`config.mk`:
```
export PLATFORM = sky130hd
export DESIGN_NAME = ct_ifu_inv_seq_flat
export DESIGN_NICKNAME = d
export VERILOG_FILES = /design/src/rtl/ct_ifu_inv_seq_pkg.sv /design/src/rtl/ct_ifu_inv_seq_if.sv /design/src/rtl/gated_clk_cell.sv /design/src/rtl/ct_ifu_inv_seq.sv /design/src/flat_wrapper.sv
export SDC_FILE = /design/constraint.sdc
export NUM_CORES = 1
export LEC_CHECK = 0
export CORE_MARGIN = 10
export CORE_UTILIZATION = 48
export CTS_BUF_LIST = sky130_fd_sc_hd__clkbuf_16
export DETAILED_ROUTE_END_ITERATION = 16
export MAX_ROUTING_LAYER = met4
export PLACE_DENSITY = 0.78
export SYNTH_ARGS = -nofsm -noshare
export SYNTH_HDL_FRONTEND = slang
export SYNTH_SLANG_ARGS = --single-unit
```
`constraint.sdc`:
```
create_clock -name vclk -period 1.05
set_input_delay 0.21 -clock vclk [all_inputs]
set_output_delay 0.21 -clock vclk [all_outputs]
set_load 0.01 [all_outputs]
```
`src/rtl/ct_ifu_inv_seq_pkg.sv`:
```
// Shared IFU constants for the bulk-invalidate sequencer: state encoding,
// default array depths and job-mask bit positions.
package ct_ifu_inv_seq_pkg;

    typedef enum logic [1:0] {
        INV_IDLE = 2'b00,
        INV_RUN  = 2'b01,
        INV_DONE = 2'b10
    } inv_state_e;

    localparam int INV_ICACHE_DEPTH = 256;
    localparam int INV_BHT_DEPTH    = 1024;
    localparam int INV_BTB_DEPTH    = 1024;
    localparam int INV_IDX_W        = 10;

    // job mask bit positions
    localparam int INV_IC  = 0;
    localparam int INV_BHT = 1;
    localparam int INV_BTB = 2;

    typedef logic [2:0] inv_mask_t;

endpackage

```
`src/rtl/ct_ifu_inv_seq_if.sv`:
```
// Request/grant/invalidate bundle between cp0/vector/ifctrl and the
// invalidate sequencer. slave = sequencer side, master = its environment.
interface ct_ifu_inv_seq_if import ct_ifu_inv_seq_pkg::*; #(
    parameter int IDX_W = INV_IDX_W
) ();

    logic             ifu_cp0_rst_inv_req;
    logic             cp0_ifu_icache_inv_req;
    logic             cp0_ifu_bht_inv_req;
    logic             cp0_ifu_btb_inv_req;
    logic             ifctrl_inv_grant;
    logic             inv_icache_vld;
    logic             inv_bht_vld;
    logic             inv_btb_vld;
    logic [IDX_W-1:0] inv_index;
    logic             cp0_ifu_rst_inv_done;
    logic             ifu_cp0_icache_inv_done;
    logic             ifu_cp0_bht_inv_done;
    logic             ifu_cp0_btb_inv_done;
    logic             inv_seq_busy;

    modport slave (
        input  ifu_cp0_rst_inv_req, cp0_ifu_icache_inv_req, cp0_ifu_bht_inv_req,
               cp0_ifu_btb_inv_req, ifctrl_inv_grant,
        output inv_icache_vld, inv_bht_vld, inv_btb_vld, inv_index,
               cp0_ifu_rst_inv_done, ifu_cp0_icache_inv_done,
               ifu_cp0_bht_inv_done, ifu_cp0_btb_inv_done, inv_seq_busy
    );

    modport master (
        output ifu_cp0_rst_inv_req, cp0_ifu_icache_inv_req, cp0_ifu_bht_inv_req,
               cp0_ifu_btb_inv_req, ifctrl_inv_grant,
        input  inv_icache_vld, inv_bht_vld, inv_btb_vld, inv_index,
               cp0_ifu_rst_inv_done, ifu_cp0_icache_inv_done,
               ifu_cp0_bht_inv_done, ifu_cp0_btb_inv_done, inv_seq_busy
    );

endinterface

```
`src/rtl/gated_clk_cell.sv`:
```
// Latch-based clock gate: enable is captured while the clock is low so the
// gated clock never glitches.
module gated_clk_cell (
    input  logic clk_in,
    input  logic global_en,
    input  logic module_en,
    input  logic local_en,
    input  logic external_en,
    input  logic pad_yy_icg_scan_en,
    output logic clk_out
);

    logic clk_en;
    logic clk_en_lat;

    assign clk_en = (global_en & (module_en | local_en)) | external_en;

    always_latch begin
        if (!clk_in)
            clk_en_lat <= clk_en | pad_yy_icg_scan_en;
    end

    assign clk_out = clk_in & clk_en_lat;

endmodule

```
`src/rtl/ct_ifu_inv_seq.sv`:
```
// IFU bulk-invalidate sequencer: walks one index over the icache tag, BHT and
// BTB write ports for the post-reset job and for software invalidate-all jobs.
module ct_ifu_inv_seq import ct_ifu_inv_seq_pkg::*; #(
    parameter int ICACHE_DEPTH = INV_ICACHE_DEPTH,
    parameter int BHT_DEPTH    = INV_BHT_DEPTH,
    parameter int BTB_DEPTH    = INV_BTB_DEPTH,
    parameter int IDX_W        = INV_IDX_W
) (
    input  logic            forever_cpuclk,
    input  logic            cpurst_b,
    input  logic            cp0_yy_clk_en,
    input  logic            cp0_ifu_icg_en,
    input  logic            pad_yy_icg_scan_en,
    ct_ifu_inv_seq_if.slave inv_if
);

    localparam logic [IDX_W:0] IC_D  = (IDX_W+1)'(ICACHE_DEPTH);
    localparam logic [IDX_W:0] BHT_D = (IDX_W+1)'(BHT_DEPTH);
    localparam logic [IDX_W:0] BTB_D = (IDX_W+1)'(BTB_DEPTH);
    localparam logic [IDX_W:0] ONE_W = (IDX_W+1)'(1);

    inv_state_e       state, state_nxt;
    logic [IDX_W-1:0] idx, idx_nxt;
    inv_mask_t        job_mask, job_mask_nxt;
    logic             job_rst, job_rst_nxt;
    logic             rst_pend, ic_pend, bht_pend, btb_pend;
    logic             any_req, any_pend, sw_load, rst_load;
    logic             clk_en, inv_clk;
    logic             run, done, grant, last;
    logic [IDX_W:0]   idx_w, max_d;

    assign grant = inv_if.ifctrl_inv_grant;

    assign any_req  = inv_if.ifu_cp0_rst_inv_req | inv_if.cp0_ifu_icache_inv_req
                    | inv_if.cp0_ifu_bht_inv_req | inv_if.cp0_ifu_btb_inv_req;
    assign any_pend = rst_pend | ic_pend | bht_pend | btb_pend;
    assign clk_en   = any_req | any_pend | (state != INV_IDLE);

    gated_clk_cell x_inv_seq_clk (
        .clk_in             (forever_cpuclk),
        .global_en          (cp0_yy_clk_en),
        .module_en          (cp0_ifu_icg_en),
        .local_en           (clk_en),
        .external_en        (1'b0),
        .pad_yy_icg_scan_en (pad_yy_icg_scan_en),
        .clk_out            (inv_clk)
    );

    // Reset job wins in IDLE; software bits stay pending behind it.
    assign rst_load = (state == INV_IDLE) & rst_pend;
    assign sw_load  = (state == INV_IDLE) & ~rst_pend & any_pend;

    always_ff @(posedge inv_clk or negedge cpurst_b) begin
        if (!cpurst_b) begin
            rst_pend <= 1'b0;
            ic_pend  <= 1'b0;
            bht_pend <= 1'b0;
            btb_pend <= 1'b0;
        end else begin
            rst_pend <= inv_if.ifu_cp0_rst_inv_req    | (rst_pend & ~rst_load);
            ic_pend  <= inv_if.cp0_ifu_icache_inv_req | (ic_pend  & ~sw_load);
            bht_pend <= inv_if.cp0_ifu_bht_inv_req    | (bht_pend & ~sw_load);
            btb_pend <= inv_if.cp0_ifu_btb_inv_req    | (btb_pend & ~sw_load);
        end
    end

    // Walk length is the deepest array in the job.
    always_comb begin
        max_d = '0;
        if (job_mask[INV_IC]  && (IC_D  > max_d)) max_d = IC_D;
        if (job_mask[INV_BHT] && (BHT_D > max_d)) max_d = BHT_D;
        if (job_mask[INV_BTB] && (BTB_D > max_d)) max_d = BTB_D;
    end

    assign idx_w = {1'b0, idx};
    assign last  = (idx_w == (max_d - ONE_W));

    always_comb begin
        state_nxt    = state;
        idx_nxt      = idx;
        job_mask_nxt = job_mask;
        job_rst_nxt  = job_rst;
        case (state)
            INV_IDLE: begin
                if (any_pend) begin
                    job_rst_nxt  = rst_pend;
                    job_mask_nxt = rst_pend ? 3'b111 : {btb_pend, bht_pend, ic_pend};
                    idx_nxt      = '0;
                    state_nxt    = INV_RUN;
                end
            end
            INV_RUN: begin
                if (grant) begin
                    if (last) begin
                        idx_nxt   = '0;
                        state_nxt = INV_DONE;
                    end else begin
                        idx_nxt   = idx + IDX_W'(1);
                    end
                end
            end
            INV_DONE: state_nxt = INV_IDLE;
            default:  state_nxt = INV_IDLE;
        endcase
    end

    always_ff @(posedge inv_clk or negedge cpurst_b) begin
        if (!cpurst_b) begin
            state    <= INV_IDLE;
            idx      <= '0;
            job_mask <= '0;
            job_rst  <= 1'b0;
        end else begin
            state    <= state_nxt;
            idx      <= idx_nxt;
            job_mask <= job_mask_nxt;
            job_rst  <= job_rst_nxt;
        end
    end

    assign run  = (state == INV_RUN);
    assign done = (state == INV_DONE);

    assign inv_if.inv_icache_vld = run & job_mask[INV_IC]  & (idx_w < IC_D)  & grant;
    assign inv_if.inv_bht_vld    = run & job_mask[INV_BHT] & (idx_w < BHT_D) & grant;
    assign inv_if.inv_btb_vld    = run & job_mask[INV_BTB] & (idx_w < BTB_D) & grant;
    assign inv_if.inv_index      = idx;

    assign inv_if.cp0_ifu_rst_inv_done    = done &  job_rst;
    assign inv_if.ifu_cp0_icache_inv_done = done & ~job_rst & job_mask[INV_IC];
    assign inv_if.ifu_cp0_bht_inv_done    = done & ~job_rst & job_mask[INV_BHT];
    assign inv_if.ifu_cp0_btb_inv_done    = done & ~job_rst & job_mask[INV_BTB];
    assign inv_if.inv_seq_busy            = (state != INV_IDLE);

endmodule

```
`src/flat_wrapper.sv`:
```
// flat-port wrapper written by rule: the top's interface ports become plain ports
module ct_ifu_inv_seq_flat import ct_ifu_inv_seq_pkg::*;
#(
    parameter int ICACHE_DEPTH = INV_ICACHE_DEPTH,
    parameter int BHT_DEPTH    = INV_BHT_DEPTH,
    parameter int BTB_DEPTH    = INV_BTB_DEPTH,
    parameter int IDX_W        = INV_IDX_W
)
  (forever_cpuclk, cpurst_b, cp0_yy_clk_en, cp0_ifu_icg_en, pad_yy_icg_scan_en, inv_if_ifu_cp0_rst_inv_req, inv_if_cp0_ifu_icache_inv_req, inv_if_cp0_ifu_bht_inv_req, inv_if_cp0_ifu_btb_inv_req, inv_if_ifctrl_inv_grant, inv_if_inv_icache_vld, inv_if_inv_bht_vld, inv_if_inv_btb_vld, inv_if_inv_index, inv_if_cp0_ifu_rst_inv_done, inv_if_ifu_cp0_icache_inv_done, inv_if_ifu_cp0_bht_inv_done, inv_if_ifu_cp0_btb_inv_done, inv_if_inv_seq_busy);
  ct_ifu_inv_seq_if #(.IDX_W(IDX_W)) inv_if_i ();
  input  logic forever_cpuclk;
  input  logic cpurst_b;
  input  logic cp0_yy_clk_en;
  input  logic cp0_ifu_icg_en;
  input  logic pad_yy_icg_scan_en;
  input wire logic [$bits(inv_if_i.ifu_cp0_rst_inv_req)-1:0] inv_if_ifu_cp0_rst_inv_req;
  input wire logic [$bits(inv_if_i.cp0_ifu_icache_inv_req)-1:0] inv_if_cp0_ifu_icache_inv_req;
  input wire logic [$bits(inv_if_i.cp0_ifu_bht_inv_req)-1:0] inv_if_cp0_ifu_bht_inv_req;
  input wire logic [$bits(inv_if_i.cp0_ifu_btb_inv_req)-1:0] inv_if_cp0_ifu_btb_inv_req;
  input wire logic [$bits(inv_if_i.ifctrl_inv_grant)-1:0] inv_if_ifctrl_inv_grant;
  output wire logic [$bits(inv_if_i.inv_icache_vld)-1:0] inv_if_inv_icache_vld;
  output wire logic [$bits(inv_if_i.inv_bht_vld)-1:0] inv_if_inv_bht_vld;
  output wire logic [$bits(inv_if_i.inv_btb_vld)-1:0] inv_if_inv_btb_vld;
  output wire logic [$bits(inv_if_i.inv_index)-1:0] inv_if_inv_index;
  output wire logic [$bits(inv_if_i.cp0_ifu_rst_inv_done)-1:0] inv_if_cp0_ifu_rst_inv_done;
  output wire logic [$bits(inv_if_i.ifu_cp0_icache_inv_done)-1:0] inv_if_ifu_cp0_icache_inv_done;
  output wire logic [$bits(inv_if_i.ifu_cp0_bht_inv_done)-1:0] inv_if_ifu_cp0_bht_inv_done;
  output wire logic [$bits(inv_if_i.ifu_cp0_btb_inv_done)-1:0] inv_if_ifu_cp0_btb_inv_done;
  output wire logic [$bits(inv_if_i.inv_seq_busy)-1:0] inv_if_inv_seq_busy;
  assign inv_if_i.ifu_cp0_rst_inv_req = inv_if_ifu_cp0_rst_inv_req;
  assign inv_if_i.cp0_ifu_icache_inv_req = inv_if_cp0_ifu_icache_inv_req;
  assign inv_if_i.cp0_ifu_bht_inv_req = inv_if_cp0_ifu_bht_inv_req;
  assign inv_if_i.cp0_ifu_btb_inv_req = inv_if_cp0_ifu_btb_inv_req;
  assign inv_if_i.ifctrl_inv_grant = inv_if_ifctrl_inv_grant;
  assign inv_if_inv_icache_vld = inv_if_i.inv_icache_vld;
  assign inv_if_inv_bht_vld = inv_if_i.inv_bht_vld;
  assign inv_if_inv_btb_vld = inv_if_i.inv_btb_vld;
  assign inv_if_inv_index = inv_if_i.inv_index;
  assign inv_if_cp0_ifu_rst_inv_done = inv_if_i.cp0_ifu_rst_inv_done;
  assign inv_if_ifu_cp0_icache_inv_done = inv_if_i.ifu_cp0_icache_inv_done;
  assign inv_if_ifu_cp0_bht_inv_done = inv_if_i.ifu_cp0_bht_inv_done;
  assign inv_if_ifu_cp0_btb_inv_done = inv_if_i.ifu_cp0_btb_inv_done;
  assign inv_if_inv_seq_busy = inv_if_i.inv_seq_busy;
  ct_ifu_inv_seq #(.ICACHE_DEPTH(ICACHE_DEPTH), .BHT_DEPTH(BHT_DEPTH), .BTB_DEPTH(BTB_DEPTH), .IDX_W(IDX_W)) u_core (.forever_cpuclk(forever_cpuclk), .cpurst_b(cpurst_b), .cp0_yy_clk_en(cp0_yy_clk_en), .cp0_ifu_icg_en(cp0_ifu_icg_en), .pad_yy_icg_scan_en(pad_yy_icg_scan_en), .inv_if(inv_if_i));
endmodule
```
# Yosys cells after proc, flatten, opt, wreduce, memory -nomap -nowiden
# Index checks and enable logic that the tools add are counted.
dict set report totals {
  output_inout_bits 18
  inputBits 10
  ram_bits 0
  mem_bits_ro 0
  mem_count 0
  ff_bits 20
  latchBits 1
  elab_cells 83
}
dict set report op_classes {
  addsub 2
  eq_ne 6
  n_reduce_logical 8
  div_mod_pow 0
  n_mul 0
  magnitude_cmp 4
  muxes 13
  bitwise_logic 41
  shift 0
}
# cell n
set ops {}
lappend ops {{2-to-1 mux 10 bit} 3}
lappend ops {{AND 1 bit} 23}
lappend ops {{2-to-1 mux 11 bit} 2}
lappend ops {{one-hot mux 10 bit (2 select lines)} 1}
lappend ops {{bitwise OR 1 bit} 14}
lappend ops {{== test 10 x 11 -> 1 bit} 1}
lappend ops {{> comparator 11 bit, first input constant} 1}
lappend ops {{> comparator 11 x 9 -> 1 bit, first input constant} 1}
lappend ops {{less-than comparator 10 x 11 -> 1 bit, second input constant} 1}
lappend ops {{subtractor 11 x 1 -> 11 bit, second input constant} 1}
lappend ops {{adder 10 x 1 -> 10 bit, second input constant} 1}
lappend ops {{less-than comparator 10 x 9 -> 1 bit, second input constant} 1}
lappend ops {{2-to-1 mux 9 bit} 1}
lappend ops {{2-to-1 mux 2 bit} 3}
lappend ops {{AND reduction 3 bit} 2}
lappend ops {{inequality test 2 bit, second input constant} 2}
lappend ops {{NOT 1 bit} 4}
lappend ops {{one-hot mux 2 bit (2 select lines)} 1}
lappend ops {{nonzero test 2 bit} 2}
lappend ops {{2-to-1 mux 3 bit} 1}
lappend ops {{== test 2 x 1 -> 1 bit, second input constant} 1}
lappend ops {{== test 2 bit, second input constant} 1}
lappend ops {{logical AND 1 bit} 2}
lappend ops {{zero test 2 bit} 1}
lappend ops {{3 further kinds} 3}

# Longest topological paths before layout
dict set report depth {
  word_depth 12
  depth_mapped 5
  mapped_depth_nobuf 5
}

# Modules after synthesis
# A second synthesis with hierarchy kept.
dict set report hier_totals {
  cells_unflattened 120
  area_unflattened_um2 1141.1
}
# module area_each_um2 seq_area_each_um2 instances cells_each
set modules_own_cells {}
lappend modules_own_cells {ct_ifu_inv_seq 1107.3 500.5 1 115}
lappend modules_own_cells {gated_clk_cell 33.8 0.0 1 5}

==> metrics.csv <==
stage,metric,value,unit
worst_setup_path,CP peak stage delay,230,ps
synthesis,synthesized cell area,1140,sq um
worst_setup_path,Crit path required time,840,ps
finish,share of layout cells above drive strength 1,8.05,%
global_routing,initial antenna violation count,0,
floorplanning,Initial Util,51.1,%
timing,final hold vios,0,
timing,fin crit share,88.1,%
worst_setup_path,CP bufs+invs,2,
timing,setup_tns,0,ps
route,initial DRC count,46,
finish,fin area,1450,sq um
worst_setup_path,WP data arrival,710,ps
synthesis,"EDFF count, synth",0,
placement,GPL Wtd Cong,0.879,
clock_tree,"Hold-fix buffers, CTS",0,
timing,"Slew Viols, Final",0,
worst_setup_path,kind of critical path,primary input to primary output,
timing,Final min period,925,ps
global_routing,number of global-route vias before repair,1046,
worst_setup_path,ordered cell list for the critical path,buf_2 -> and3_1 -> clkdlybuf4s15_1,
timing,RSZ-0062 raised after global routing,no,
placement,Final HPWL DP,2.26,mm
placement,Placed Instances,177,
floorplanning,row count,17,
worst_setup_path,Slowest cell on crit path,clkdlybuf4s15_1,
pwr,Pleak,0.599,nW
floorplanning,I/O Pins,28,
global_routing,first-pass GRT wire length,4.65,mm
worst_setup_path,type of origin of the critical path,primary input,
finish,Antenna diodes,0,
finish,"commonest non-fill, non-tap cell in the layout",clkdlybuf4s50_1,
synthesis,synthesis warning total,0,
finish,Final Non-Filler Cells,177,
pwr,worst IR drop on VDD,0.000106,V
synthesis,Syn Nets,132,
route,First-pass DRT Iterations,4,
finish,multi-input logic area,613,sq um
timing,Max transition margin,40.1,%
finish,Reg area,515,sq um
global_routing,GRT Util Overall,12.3,%
timing,Peak Freq,1080,MHz
placement,number of buffers added on ports,28,
finish,most frequent cells in the layout,"24 x clkdlybuf4s50_1, 20 x dfrtp_1, 13 x nand2_1",
flow_run,MaxCap Viol Count,0,
timing,number of unconstrained endpoints,36,
timing,count of unclocked register or latch pins,21,
global_routing,global route overflow,0,
floorplanning,Die ar.,4730,sq um
min_path,HP Class,primary input to primary output,
placement,placed cell area,1460,sq um
floorplanning,Die Width,68.8,microns
finish,fill count,197,
finish,# nets final,162,
route,final antenna-violating net count,0,
route,via count,1043,
synthesis,Post-synth ARST share,95.2,%
synthesis,most common flop cell mapped by yosys,dfrtp_1,
synthesis,number of distinct library cells after synthesis,38,
floorplanning,Die Y,68.8,microns
finish,Area Growth Syn to Fin,26.9,%
global_routing,largest net degree at the start of global routing,21,
route,routed len/inst,15.7,microns
worst_setup_path,Crit. End Element,primary output,
worst_setup_path,crit-path leading delay family,buffers and inverters,
synthesis,Mapped Cells,121,
outcome,status,completed,
route,DR vias/cell,5.89,
floorplanning,core area,2230,sq um
pwr,pwr dens,129,nW/um^2
synthesis,Syn Area/Cell,9.43,sq um
timing,Worst-Margin Slew,896,ps
route,DRC,0,
route,Total Wirelength,2.79,mm
timing,# setup viols final,0,
synthesis,register bit total from synthesis,21,
worst_setup_path,Critical Path Fanout Max,4,
clock_tree,Setup Buffers After CTS,0,
==> sequential cells by signal, indices dropped and copies added, names as in the netlist <==
signal / count
u_core.inv_if.inv_index: 10
u_core.job_mask: 3
u_core.state: 2
u_core.bht_pend: 1
u_core.btb_pend: 1
u_core.ic_pend: 1
u_core.job_rst: 1
u_core.rst_pend: 1
u_core.x_inv_seq_clk.clk_en_lat: 1
==> worst paths after layout <==
kind | start | endpoint | slack [ps] | cells past startpoint
worst max-delay path | inv_if_ifctrl_inv_grant | inv_if_inv_btb_vld | 130 | 3
worst min-delay path | inv_if_ifctrl_inv_grant | inv_if_inv_bht_vld | 820 | 3
==> layout make-up <==
class	count	area share, %
Sequential cell	21	35.6
Inverter	1	0.259
Tap cell	28	2.42
Timing Repair Buffer	30	19.4
Multi-Input combinational cell	97	42.4
==> synth_stat cells (2+ instances only) <==
cell type | n | area [sq um]
a21o_1 | 6 | 45.0
a21oi_1 | 4 | 20.0
and2_1 | 4 | 25.0
and3_1 | 5 | 31.3
dfrtp_1 | 20 | 500
nand2_1 | 13 | 48.8
nand3_1 | 5 | 25.0
nor2_1 | 10 | 37.5
nor2b_1 | 2 | 12.5
nor3_1 | 4 | 20.0
nor4_1 | 2 | 12.5
o211ai_1 | 8 | 60.1
o21ai_0 | 4 | 20.0
o21ai_1 | 7 | 35.0
o31ai_1 | 2 | 15.0
or3_1 | 3 | 18.8
==> power by group <==
part	total (mW)	leakage, nW	switching, mW	internal, mW
Sequential	0.0541	0.232	0.00992	0.0441
Combinational	0.132	0.367	0.0684	0.0639
Clock	0	0	0	0
Total	0.186	0.599	0.0783	0.108
==> cells by family (layout without fill, tap and decap cells) <==
logic type / after synthesis / count (layout) / synth area share [%]
and+or+nand+nor: 57 / 57 / 27.6
xor gates and xnor gates: 1 / 1 / 0.768
buffers and inverters: 3 / 31 / 1.10
muxes: 2 / 2 / 1.86
AOI/OAI and AO/OA: 36 / 36 / 22.4
latches: 1 / 1 / 1.32
DFF: 20 / 20 / 43.9
adders and majority gates: 1 / 1 / 1.10
==> metrics by stage <==
stage	power, mW	hold slack [ps]	utilization [%]	setup slack, ps
2_1_floorplan	0.101	782	-	4.50
3_3_place_gp	0.186	1530	65.5	-662
3_5_place_dp	0.190	1540	65.5	-674
4_1_cts	0.190	921	65.3	19.3
5_1_grt	0.204	846	64.8	92.2
6_report	0.186	818	64.8	125
==> routing by layer <==
metal / routed length [microns] / up-vias / part of all wire, % / track usage, %
met2: 1470 / 25 / 53 / 24.1
li1: - / 504 / - / -
met5: 0 / - / 0 / -
met1: 1190 / 514 / 43 / 14.4
met4: 0 / 0 / 0 / 0
met3: 131 / 0 / 4.7 / 0.483
==> what timing repair did <==
action                                  CTS  global route
endpoints found under the setup margin    3             2
gates resized for setup                  11             2
pin swaps                                 0             1
No activity file was read; power rests on OpenSTA's default activity.
